**config.mk**
```make
export PLATFORM = sky130hd
export DESIGN_NAME = spin_lattice_sweeper
export DESIGN_NICKNAME = d
export VERILOG_FILES = /design/src/rtl/spin_pkg.sv /design/src/rtl/spin_site_update.sv /design/src/rtl/spin_lattice_sweeper.sv
export SDC_FILE = /design/constraint.sdc
export NUM_CORES = 1
export LEC_CHECK = 0
export CAP_MARGIN = 30
export CORE_MARGIN = 2
export CORE_UTILIZATION = 55
export DETAILED_ROUTE_END_ITERATION = 10
export DONT_BUFFER_PORTS = 1
export PLACE_DENSITY = 0.74
export SETUP_SLACK_MARGIN = 0.4
export SLEW_MARGIN = 20
export SYNTH_ARGS = -nofsm -noshare
export SYNTH_HDL_FRONTEND = slang
export SYNTH_HIERARCHICAL = 1
export SYNTH_SLANG_ARGS = --single-unit
```
**constraint.sdc**
```tcl
create_clock -name clk -period 7.9 [get_ports clk]
set_input_delay 1.185 -clock clk [delete_from_list [all_inputs] [get_ports clk]]
set_output_delay 1.185 -clock clk [all_outputs]
set_load 0.03 [all_outputs]
```
**src/rtl/spin_pkg.sv**
```systemverilog
// rtl/spin_pkg.sv - shared types, constants and LFSR helpers for the spin lattice sweeper
package spin_pkg;

  typedef enum logic [1:0] {
    ST_IDLE = 2'd0,
    ST_EVEN = 2'd1,
    ST_ODD  = 2'd2,
    ST_DONE = 2'd3
  } state_t;

  localparam logic SPIN_UP   = 1'b1;
  localparam logic SPIN_DOWN = 1'b0;

  localparam logic [15:0] LFSR_TAPS         = 16'hB400;
  localparam logic [15:0] LFSR_DEFAULT_SEED = 16'hACE1;
  localparam logic [15:0] SEED_STRIDE       = 16'h9E37;

  function automatic logic [15:0] lfsr_next(input logic [15:0] v);
    return v[0] ? ((v >> 1) ^ LFSR_TAPS) : (v >> 1);
  endfunction

  // An all-zero Galois LFSR would lock up, so a zero column seed is replaced.
  function automatic logic [15:0] column_seed(input logic [15:0] seed, input int col);
    logic [31:0] prod;
    logic [15:0] s;
    prod = 32'(col) * 32'(SEED_STRIDE);
    s    = seed ^ prod[15:0];
    return (s == 16'h0000) ? LFSR_DEFAULT_SEED : s;
  endfunction

endpackage

```
**src/rtl/spin_site_update.sv**
```systemverilog
// rtl/spin_site_update.sv - combinational Metropolis flip decision for one lattice site
module spin_site_update #(
  parameter int RAND_W = 12
) (
  input  logic              s,
  input  logic              n_up,
  input  logic              n_dn,
  input  logic              n_lf,
  input  logic              n_rt,
  input  logic [RAND_W-1:0] rnd,
  input  logic [RAND_W-1:0] prob4,
  input  logic [RAND_W-1:0] prob8,
  output logic              new_s
);

  logic [2:0] aligned;
  logic       flip;

  // dE = 4*aligned - 8, so aligned <= 2 means dE <= 0.
  always_comb begin
    aligned = 3'(n_up ~^ s) + 3'(n_dn ~^ s) + 3'(n_lf ~^ s) + 3'(n_rt ~^ s);
    case (aligned)
      3'd3:    flip = (rnd < prob4);
      3'd4:    flip = (rnd < prob8);
      default: flip = 1'b1;
    endcase
    new_s = s ^ flip;
  end

endmodule

```
**src/rtl/spin_lattice_sweeper.sv**
```systemverilog
// rtl/spin_lattice_sweeper.sv - checkerboard Metropolis sweeper over a WIDTH x HEIGHT Ising lattice
// Define SPIN_MAG_EN to add the running magnetization output.
module spin_lattice_sweeper
  import spin_pkg::*;
#(
  parameter int WIDTH   = 8,
  parameter int HEIGHT  = 8,
  parameter int RAND_W  = 12,
  parameter int SWEEP_W = 16
) (
  input  logic                      clk,
  input  logic                      rst_n,
  input  logic                      start,
  input  logic [SWEEP_W-1:0]        num_sweeps,
  input  logic [RAND_W-1:0]         prob4,
  input  logic [RAND_W-1:0]         prob8,
  input  logic [15:0]               seed,
  input  logic                      load_en,
  input  logic [$clog2(HEIGHT)-1:0] load_row,
  input  logic [WIDTH-1:0]          load_data,
  input  logic [$clog2(HEIGHT)-1:0] rd_row,
  output logic [WIDTH-1:0]          rd_data,
  output logic                      busy,
  output logic                      done
`ifdef SPIN_MAG_EN
  ,
  output logic signed [$clog2(WIDTH*HEIGHT+1):0] magnetization
`endif
);

  localparam int ROW_W = $clog2(HEIGHT);
  localparam logic [ROW_W-1:0] LAST_ROW = ROW_W'(HEIGHT - 1);

  state_t             state, state_next;
  logic [WIDTH-1:0]   lattice [HEIGHT];
  logic [15:0]        lfsr [WIDTH];
  logic [ROW_W-1:0]   row, row_up, row_dn, wr_row;
  logic [SWEEP_W-1:0] sweep_cnt, sweep_target;
  logic [RAND_W-1:0]  p4_q, p8_q;
  logic [WIDTH-1:0]   upd_row, parity_mask, swept_row, wr_data;
  logic               phase, accept_start, wr_en;

  assign accept_start = (state == ST_IDLE) && start && !load_en;
  assign row_up       = (row == '0) ? LAST_ROW : row - 1'b1;
  assign row_dn       = (row == LAST_ROW) ? '0 : row + 1'b1;
  assign phase        = (state == ST_ODD);

  for (genvar c = 0; c < WIDTH; c++) begin : g_site
    spin_site_update #(.RAND_W(RAND_W)) u_site (
      .s     (lattice[row][c]),
      .n_up  (lattice[row_up][c]),
      .n_dn  (lattice[row_dn][c]),
      .n_lf  (lattice[row][(c + WIDTH - 1) % WIDTH]),
      .n_rt  (lattice[row][(c + 1) % WIDTH]),
      .rnd   (lfsr[c][RAND_W-1:0]),
      .prob4 (p4_q),
      .prob8 (p8_q),
      .new_s (upd_row[c])
    );
    assign parity_mask[c] = ((row[0] ^ ((c % 2) == 1)) == phase);
  end

  assign swept_row = (upd_row & parity_mask) | (lattice[row] & ~parity_mask);

  // Host loads and sweep updates share one lattice write port.
  always_comb begin
    wr_en   = 1'b0;
    wr_row  = row;
    wr_data = swept_row;
    if (state == ST_IDLE && load_en) begin
      wr_en   = 1'b1;
      wr_row  = load_row;
      wr_data = load_data;
    end else if (state == ST_EVEN || state == ST_ODD) begin
      wr_en = 1'b1;
    end
  end

  always_ff @(posedge clk or negedge rst_n) begin
    if (!rst_n) state <= ST_IDLE;
    else        state <= state_next;
  end

  always_comb begin
    state_next = state;
    case (state)
      ST_IDLE: if (accept_start) state_next = (num_sweeps == '0) ? ST_DONE : ST_EVEN;
      ST_EVEN: if (row == LAST_ROW) state_next = ST_ODD;
      ST_ODD:  if (row == LAST_ROW)
                 state_next = (sweep_cnt + 1'b1 == sweep_target) ? ST_DONE : ST_EVEN;
      default: state_next = ST_IDLE;
    endcase
  end

  always_comb begin
    busy = (state == ST_EVEN) || (state == ST_ODD);
    done = (state == ST_DONE);
  end

  always_ff @(posedge clk or negedge rst_n) begin
    if (!rst_n) begin
      for (int r = 0; r < HEIGHT; r++) lattice[r] <= {WIDTH{SPIN_DOWN}};
      for (int c = 0; c < WIDTH; c++) lfsr[c] <= LFSR_DEFAULT_SEED;
      rd_data      <= '0;
      row          <= '0;
      sweep_cnt    <= '0;
      sweep_target <= '0;
      p4_q         <= '0;
      p8_q         <= '0;
    end else begin
      rd_data <= lattice[rd_row];
      if (wr_en) lattice[wr_row] <= wr_data;
      if (accept_start) begin
        sweep_target <= num_sweeps;
        p4_q         <= prob4;
        p8_q         <= prob8;
        row          <= '0;
        sweep_cnt    <= '0;
        for (int c = 0; c < WIDTH; c++) lfsr[c] <= column_seed(seed, c);
      end else if (busy) begin
        for (int c = 0; c < WIDTH; c++) lfsr[c] <= lfsr_next(lfsr[c]);
        row <= row_dn;
        if (phase && row == LAST_ROW) sweep_cnt <= sweep_cnt + 1'b1;
      end
    end
  end

`ifdef SPIN_MAG_EN
  localparam int MAG_W = $clog2(WIDTH*HEIGHT+1) + 1;
  logic signed [MAG_W-1:0] mag_delta;

  always_comb mag_delta = MAG_W'(2 * ($countones(wr_data) - $countones(lattice[wr_row])));

  always_ff @(posedge clk or negedge rst_n) begin
    if (!rst_n)     magnetization <= MAG_W'(-(WIDTH*HEIGHT));
    else if (wr_en) magnetization <= magnetization + mag_delta;
  end
`endif

endmodule

```
Yosys cells after proc, flatten, opt, wreduce, memory -nomap -nowiden. Cells that the tools add are included.

Add/subtract/negate cells: 27. Order comparisons: 22. Eq/ne operators: 26. Muxes and demuxes: 58. Bitwise gates (word level): 57. Reductions and logical operators: 22.

Operators with widths (number): $mux 16 (19); $mux 128 (2); $lt 12x12->1 (16); $logic_not 16->1 (9); $bmux 8 s3 (4); $mux 8 (10); $add 3x3->3 (24); $xnor 1x1->3 (24); $bwmux 64 (1); $not 3->4 (13); $eq 3x3->1 const B (9); $not 9->9 (3); $demux 8 s3 (1); $eq 3x2->1 const B (8); $ge 4x4->1 const B (5); $add 16x1->16 const B (1); $and 8x8->8 (2); $eq 16x16->1 (1); $not 8->8 (2); $pmux 1 s2 (8); $mux 3 (5); $mux 2 (5); $not 10->10 (1); $or 8x8->8 (1); 22 further kinds (38).

Bits in registers: 261. Input bits: 74. Output and inout port bits: 10.

Depth between registers and ports, before layout.
Depth after elaboration: 17. Depth in mapped cells: 25. Gate-level depth less buffers: 22.

By module. The synthesis kept the hierarchy.

Modules (own cells, without submodules): spin_lattice_sweeper (instances 1, cells an instance 1387, area an instance 14000.9 um2, sequential area each 6611.3 um2); spin_site_update at g_site[0].u_site ... (instances 7, cells an instance 91, area an instance 676.9 um2, sequential area each 0.0 um2); spin_site_update at g_site[7].u_site (instances 1, cells an instance 89, area an instance 680.7 um2, sequential area each 0.0 um2).

Worst setup path before layout. Ideal clock, no wire load.

Path type: reg2reg. Start point: reg row[0]. End point: reg lattice[43] (netlist name). Arrival: 4.363 ns. Required time: 7.759 ns. Slack: 3.396 ns. Stages on the path, launching flop included: 20. Buffers on the path: 2. Period minus slack after synthesis: 4.504 ns. Cell sequence: dfrtp_1 -> ha_1 -> ha_1 -> clkbuf_1 -> clkbuf_1 -> mux4_2 -> nand2_1 -> o21ai_0 -> xnor2_1 -> fa_1 -> ha_1 -> ha_1 -> nor4b_1 -> o2111ai_1 -> o22ai_1 -> xor2_1 -> o21ai_0 -> nor2_1 -> a21oi_4 -> a31oi_1.

Word-level cells in the longest chain between the ends: 17. Elaborated cells on any way between the ends: 44. Those cells by class: 5 x add/sub; 2 x order compare; 4 x eq/ne; 17 x mux; 14 x bitwise; 2 x reduce/logical.

Ends and longest elaborated chain: start, declared (line spin_lattice_sweeper.sv:37) `logic [ROW_W-1:0] row, row_up, row_dn, wr_row;`; start signal, assigned (line spin_lattice_sweeper.sv:122) `row <= row_dn;`; $sub 3x1->3 (tied with other cells) (line spin_lattice_sweeper.sv:44) `assign row_up = (row == '0) ? LAST_ROW : row - 1'b1;`; $mux 3, on equally long branches (line spin_lattice_sweeper.sv:44, spin_lattice_sweeper.sv:45); $not 3->4, on equally long branches (line spin_lattice_sweeper.sv:51, spin_lattice_sweeper.sv:52); $bmux 8 s3, on equally long branches (line spin_lattice_sweeper.sv:51, spin_lattice_sweeper.sv:52); $mux 8, on equally long branches (2 in series); $xnor 1x1->3 (line spin_site_update.sv:21) `aligned = 3'(n_up ~^ s) + 3'(n_dn ~^ s) + 3'(n_lf ~^ s) + 3'(n_rt ~^ s);`; $add 3x3->3 (3 in series) (line spin_site_update.sv:21); $eq 3x3->1 or $eq 3x2->1 (tied branches) (line spin_site_update.sv:22) `case (aligned)`; $pmux 1 s2 (line spin_site_update.sv:22); $xor 1x1->1 (*) (line spin_site_update.sv:27) `new_s = s ^ flip;`; via upd_row[3] (line spin_lattice_sweeper.sv:40) `logic [WIDTH-1:0] upd_row, parity_mask, swept_row, wr_data;`; $and 8x8->8 (*) (line spin_lattice_sweeper.sv:63) `assign swept_row = (upd_row & parity_mask) | (lattice[row] & ~parity_mask);`; $or 8x8->8 (*) (line spin_lattice_sweeper.sv:63); $mux 8 (*) (line spin_lattice_sweeper.sv:70) `if (state == ST_IDLE && load_en) begin`; $bwmux 64 (*) (line spin_lattice_sweeper.sv:112) `if (wr_en) lattice[wr_row] <= wr_data;`; end signal, assigned by index (line spin_lattice_sweeper.sv:112); end, declared (line spin_lattice_sweeper.sv:35) `logic [WIDTH-1:0] lattice [HEIGHT];`.

Mark *: on every way through the listed nets, which the timed path passes. The rest lies on a longest branch. The select of a mux whose other input is x is not followed. A chain may end at the register's enable or synchronous reset.

Final worst setup path.
Start point: reg row[1]. End point: reg lattice[41] (netlist name).

The elaborated chain is that of the path after synthesis.

==> out/qor_table.md <==
| Parameter | Value |
| --- | --- |
| Result of the run | completed |
| Number of library cell types mapped by synthesis | 58 |
| Type of element launching the critical path | register |
| Finish-stage setup viols | 0 |
| Antenna violations before repair | 0 |
| Mean Syn Cell Area | 9.191 sq um |
| CTS tree | built |
| Slew at the pin with the worst max-slew slack | 1.005 ns |
| Count of H-tree levels built during CTS | 1 |
| Register-to-Register Path Depth | 20 |
| Critical Path End | lattice[41] |
| Arrival time of the worst setup path | 6.85 ns |
| Count of flip-flops with a built-in enable after synthesis | 0 |
| Worst relative slew slack | 32.98% |
| Full die area | 36,830 sq um |
| Number of max-slew violations in the final report | 0 |
| Starting DRT DRC Count | 1,454 |
| Wirelength, routed | 55,990 microns |
| First-pass DRT Iterations | 6 |
| First-pass GRT wire length | 88,030 microns |
| Effective utilization at floorplan | 56.08% |
| Final routed wire length divided by cell count | 22.06 microns |
| Ratio of routed vias to standard cells | 6.347 |
| Main flop type after synthesis | sky130_fd_sc_hd__dfrtp_1 |
| Reported max-cap violation count | 0 |
| R2R Setup Slk | 1.48 ns |
| Ports | 84 |
| Final ANT Viol Nets | 0 |
| Number of port buffers | 0 |
| Die outline height | 191.9 microns |
| Placeable Area | 34,630 sq um |
| # Post-CTS Setup Buffers | 0 |
| Number of synthesis warnings | 6 |
| Highest achievable clock rate | 0.1558 GHz |
| Post-Route Setup TNS | 0 ns |
| Overall routing resource usage | 30.86% |
| Hold buffer count at CTS | 0 |
| Overall via count from detail_route | 16.11k |
| Gpl congestion | 0.9639 |
| Worst Setup End Kind | register |
| Cell area after synthesis | 19,420 sq um |
| Commonest cells after routing, fill and taps aside | sky130_fd_sc_hd__nand2_1, sky130_fd_sc_hd__ha_1, sky130_fd_sc_hd__dfrtp_1 |
| Number of nets in the finished design | 2,341 |
| Worst R2R End | lattice[41] |
| Data required time at the worst endpoint | 8.33 ns |
| Uppermost routed layer | met4 |
| Largest net degree at the start of global routing | 262 |
| Resized cells post-CTS | 0 |
| FF+latch count, synth | 261 |
| Final HPWL from detailed placement | 40,760 microns |
| Classification of the worst setup path | reg2reg |
| Root buffer cell | sky130_fd_sc_hd__clkbuf_16 |
| Gate count of the mapped netlist | 2,113 |
| Clock Tree Buf Depth | 3 |
| Detailed-route wire length on metal 1 | 23,290 microns |
| Sequential-to-total area share from yosys stat | 34.04% |
| Via count of the first global-routing pass | 15.95k |
| R2R Path Start | row[1] |
| RSZ-0062 raised after global routing | no |
| Number of hold-slack violations in the final timing report | 0 |
| Share of final-layout standard cells stronger than drive strength 1 | 10.42% |
| Share of async-settable or async-resettable flops after synthesis | 100.0% |
| Remaining design rule violation count | 0 |
| Overflow after GRT | 0 |
| Clock slew at the register clock pins of the worst setup and hold paths | 0.07 ns |
| Final-layout worst hold slack | 0.3204 ns |
| Net count of the mapped netlist | 2,396 |
| Total length of routed met3 wires | 5051 microns |
| Leading cell type in the layout, fill and taps excluded | sky130_fd_sc_hd__nand2_1 |
| Clock network latency to the later pin of the worst-skew pair | 0.58 ns |
| Chip Width | 191.9 microns |
| Final Skew | 0.01661 ns |
| Total CTS buffers | 30 |
| Area growth syn-to-layout | 6.726% |
| Time the worst path needs with I/O delays and setup | 6.419 ns |
| Number of cell rows | 68 |
| Critical path launch point | row[1] |
| Largest driver fanout on the critical path | 22 |
| Met2 WL | 25,540 microns |
| Worst min path class | in2async |
| Crit share post-route | 81.25% |
| TritonCTS sink count | 261 |
[synthesized netlist by cell type (14+ instances only)]
master                      count  area [sq um]
sky130_fd_sc_hd__nand2_1      263         987.2
sky130_fd_sc_hd__nor2b_1       20         125.1
sky130_fd_sc_hd__clkbuf_1      71         266.5
sky130_fd_sc_hd__nand4_1       40         250.2
sky130_fd_sc_hd__a2111oi_2     14         210.2
sky130_fd_sc_hd__xor2_1        21         183.9
sky130_fd_sc_hd__mux2i_1      129          1291
sky130_fd_sc_hd__a21oi_1      181         905.9
sky130_fd_sc_hd__buf_1         14         52.55
sky130_fd_sc_hd__inv_1        194         728.2
sky130_fd_sc_hd__dfstp_2       64          1682
sky130_fd_sc_hd__o21ai_1       15         75.07
sky130_fd_sc_hd__nand3_1       25         125.1
sky130_fd_sc_hd__nor2_1       160         600.6
sky130_fd_sc_hd__a21o_1        25         187.7
sky130_fd_sc_hd__xnor2_1       82         718.2
sky130_fd_sc_hd__dfrtp_1      197          4930
sky130_fd_sc_hd__mux2_2        16         180.2
sky130_fd_sc_hd__a22oi_1       65         488.0
sky130_fd_sc_hd__ha_1         201          2515
sky130_fd_sc_hd__o22ai_1       14         87.58
sky130_fd_sc_hd__and2_1        16         100.1
sky130_fd_sc_hd__o21ai_0       69         345.3
sky130_fd_sc_hd__mux4_2        41         923.4
[worst min-delay path by stage]
stage               startpoint              end  slack, ns  depth (start not counted)
2_1_floorplan  sweep_target[0]  sweep_target[0]       0.47                          2
3_3_place_gp   sweep_target[8]  sweep_target[8]       0.48                          2
3_5_place_dp   sweep_target[8]  sweep_target[8]       0.50                          2
4_1_cts                  rst_n         state[0]       0.29                          0
5_1_grt                  rst_n    sweep_cnt[15]       0.29                          0
6_report                 rst_n  sweep_target[4]       0.32                          0
[cells by family (layout without fill, tap and decap cells)]
| kind of cell | Yosys count | after routing | share of synthesized area, % |
|---|---|---|---|
| AND/OR/NAND/NOR | 602 | 602 | 13.91 |
| AO/OA/AOI/OAI | 454 | 454 | 15.28 |
| buffers and inverters | 298 | 267 | 6.018 |
| flip-flops | 261 | 261 | 34.04 |
| adder cells (fa/ha/maj) | 209 | 209 | 13.77 |
| multiplexers | 186 | 186 | 12.33 |
| XOR/XNOR | 103 | 103 | 4.645 |
| other | 0 | 1 | 0 |
[registers in the layout, indices dropped and copies added (netlist names)]
signal	cells
lfsr	128
p8_q	12
sweep_cnt	16
p4_q	12
lattice	64
sweep_target	16
row	3
rd_data	8
state	2
[per-layer routing]
layer | GRT usage (%) | up-vias
met4 | 12.07 | 0
met2 | 48.79 | 715
met1 | 42.20 | 7889
met3 | 5.500 | 141
li1 | - | 7364
met5 | 0 | -
[critical path: stages (launching register included)]
cell and delay [ns]:
sky130_fd_sc_hd__dfrtp_1 1.01, sky130_fd_sc_hd__inv_1 0.22, sky130_fd_sc_hd__ha_1 0.26, sky130_fd_sc_hd__nand2b_1 0.30
sky130_fd_sc_hd__and2_0 0.60, sky130_fd_sc_hd__nand2_1 0.40, sky130_fd_sc_hd__o22ai_1 0.27, sky130_fd_sc_hd__a311o_1 0.13
sky130_fd_sc_hd__o21ai_0 0.14, sky130_fd_sc_hd__xnor2_1 0.28, sky130_fd_sc_hd__fa_1 0.44, sky130_fd_sc_hd__ha_1 0.21
sky130_fd_sc_hd__ha_1 0.31, sky130_fd_sc_hd__nor4b_1 0.48, sky130_fd_sc_hd__o2111ai_1 0.19, sky130_fd_sc_hd__o22ai_1 0.28
sky130_fd_sc_hd__xor2_1 0.10, sky130_fd_sc_hd__o21ai_0 0.16, sky130_fd_sc_hd__nor2_1 0.09, sky130_fd_sc_hd__a21oi_4 0.26
sky130_fd_sc_hd__a31oi_1 0.13
[stage by stage]
stage	worst slack, ns	area, sq um	util [%]	cells
2_1_floorplan	3.396	19420	-	2113
3_3_place_gp	1.849	19690	56.87	2480
3_5_place_dp	1.656	19720	56.95	2481
4_1_cts	1.661	20720	59.85	2537
5_1_grt	1.220	20720	59.85	2537
6_report	1.481	20730	59.85	2538
[layout make-up]
class	count	area (sq um)
antenna	1	2.502
clock buffer	44	884.6
clock inverter	12	118.9
fill	2899	13900
inverter	194	728.2
multi-input combinational	1554	11660
sequential	261	6613
tap	455	569.3
timing repair buffer	17	147.6
Power is left out: the tool's default activity adds up to more than one toggle a clock period on the data nets, which glitch-free logic cannot reach.
==> edit (same settings) <==
Build with the macro `SPIN_MAG_EN` defined.
--- a/src/rtl/spin_lattice_sweeper.sv
+++ b/src/rtl/spin_lattice_sweeper.sv
@@ -1,5 +1,7 @@
 // rtl/spin_lattice_sweeper.sv - checkerboard Metropolis sweeper over a WIDTH x HEIGHT Ising lattice
 // Define SPIN_MAG_EN to add the running magnetization output.
+`define SPIN_MAG_EN
+
 module spin_lattice_sweeper
   import spin_pkg::*;
 #(
Behaviour (old outputs only; new: magnetization): same outputs for any inputs over 4 cycles, from zero or initial values and one cycle with rst_n low; that may be too few to reach the edited logic, so the function may still have changed.
==> edit against the original RTL <==
- the run now ends with setup timing left
- maximum frequency fell by 25%
- sequential cell count rose by 7
- largest cell class unchanged
- setup slack got worse by 2.1 ns
- critical path depth rose by 17
- hold slack improved by 0.0075 ns
- synthesized area rose by 7.1%
- core utilization rose by 4.6 points
- routed wire length rose by 20%
- cell area rose by 17%
Power is not shown: default switching activity piles up to over one toggle a cycle in this logic, so the estimate is an artifact.
==> edit: results (changes against the original RTL) <==
metric	value	unit	change
status	finished with violations		was completed
violated checks	setup timing		
Post-DP HPWL	48000	um	was 40800 um
routed via count	18300		was 16100
share of cells above drive strength 1	20.7	%	was 10.4%
total CTS buffers	34		was 30
worst-skew pair later-pin latency	0.56	ns	was 0.58 ns
Crit path max-delay family	adder cells		was simple AND/OR/NAND/NOR gates
Routability Congestion	1.10		was 0.964
slowest library cell on the worst path	fa_1		was dfrtp_1
register area share after synthesis	32.6	%	was 34.0%
Critical R2R Capture	magnetization[6]		was lattice[41]
synth top area cells	dfrtp_1 24%, ha_1 13%, dfstp_2 8.3%, mux2i_1 6.6%, nand2_1 5.4%		was dfrtp_1 25%, ha_1 13%, dfstp_2 8.7%, mux2i_1 6.6%, nand2_1 5.1%
largest net degree at the start of global routing	269		was 262
final hold slack	0.328	ns	was 0.320 ns
first-pass GRT wire length	104000	um	was 88000 um
CP max FO	4		was 22
slack of the critical path	-0.630	ns	was 1.48 ns
Reg2Reg Launch Point	row[0]		was row[1]
Syn Area/Cell	9.15	um2	was 9.19 um2
Root Buffer	clkbuf_16		unchanged
setup TNS	-2.36	ns	was 0 ns
placed insts	2840		was 2481
synth unique cells	75		was 58
warnings from Yosys	6		unchanged
Setup Viol. Count Final	6		was 0
initial antenna violation count	3		was 0
WL per Instance	23.0	um	was 22.1 um
slowest stage delay, CP	0.54	ns	was 1.01 ns
synth cell count leaders	297 x nand2_1, 214 x ha_1, 211 x inv_1		was 263 x nand2_1, 201 x ha_1, 197 x dfrtp_1
R2R cell count	37		was 20
CP arrival	8.98	ns	was 6.85 ns
H-Tree Depth	2		was 1
worst hold path type	primary input to asynchronous set/reset pin		unchanged
GRT Util Overall	34.4	%	was 30.9%
skew final	0.0305	ns	was 0.0166 ns
Placed Area	22400	um2	was 19700 um2
drt first-iter violations	1853		was 1454
Syn Nets	2583		was 2396
Worst Max-Slew Pin Slew	1.04	ns	was 1.01 ns
layout net count	2693		was 2341
-- edit: cells by family after synthesis --
family | synth area share [%]
mux | 12.3
fa+ha+maj | 14.8
other cells | 0.0180
xor+xnor | 4.42
buf+inv | 6.33
flops | 32.6
compound gates | 15.9
simple gates | 13.6
-- edit: repair_timing --
item,4_1_cts,5_1_grt
pin swaps,31,14
endpoints found under the setup margin,6,7
hold buffers,0,0
cloned,1,0
resized for setup,54,58
buffers inserted,15,4
-- edit: worst max-delay path by stage --
stage                                   to  slack (ns)  cells after the start
after floorplan           magnetization[7]       -0.17                     36
after global placement    magnetization[7]       -0.43                     33
after detailed placement  magnetization[7]       -0.58                     38
after CTS                 magnetization[7]       -0.49                     35
after global routing      magnetization[6]       -0.86                     37
final                     magnetization[6]       -0.63                     37
-- edit: metal layers --
metal	vias to the layer above	wire [um]	GRT usage, %
met3	282	5130	6.22
met5	-	24	0
met4	4	5350	24.5
met1	8927	26200	42.7
li1	8256	-	-
met2	862	30400	54.4
-- edit: layout make-up --
type | instances | area, um2
Timing Repair Buffer | 194 | 1610
Fill cell | 3072 | 13300
Inverter | 211 | 803
Multi-Input combinational cell | 1676 | 13300
Clock buffer | 51 | 995
Sequential cell | 268 | 6790
Clock inverter | 8 | 90.1
Antenna cell | 1 | 2.50
Tap cell | 511 | 639
-- edit: stage by stage --
step	util [%]	worst slack [ns]
after global placement	59.7	-0.430
final	64.5	-0.630
after floorplan	-	-0.168
after detailed placement	59.8	-0.584
after global routing	64.5	-0.861
after CTS	63.7	-0.494
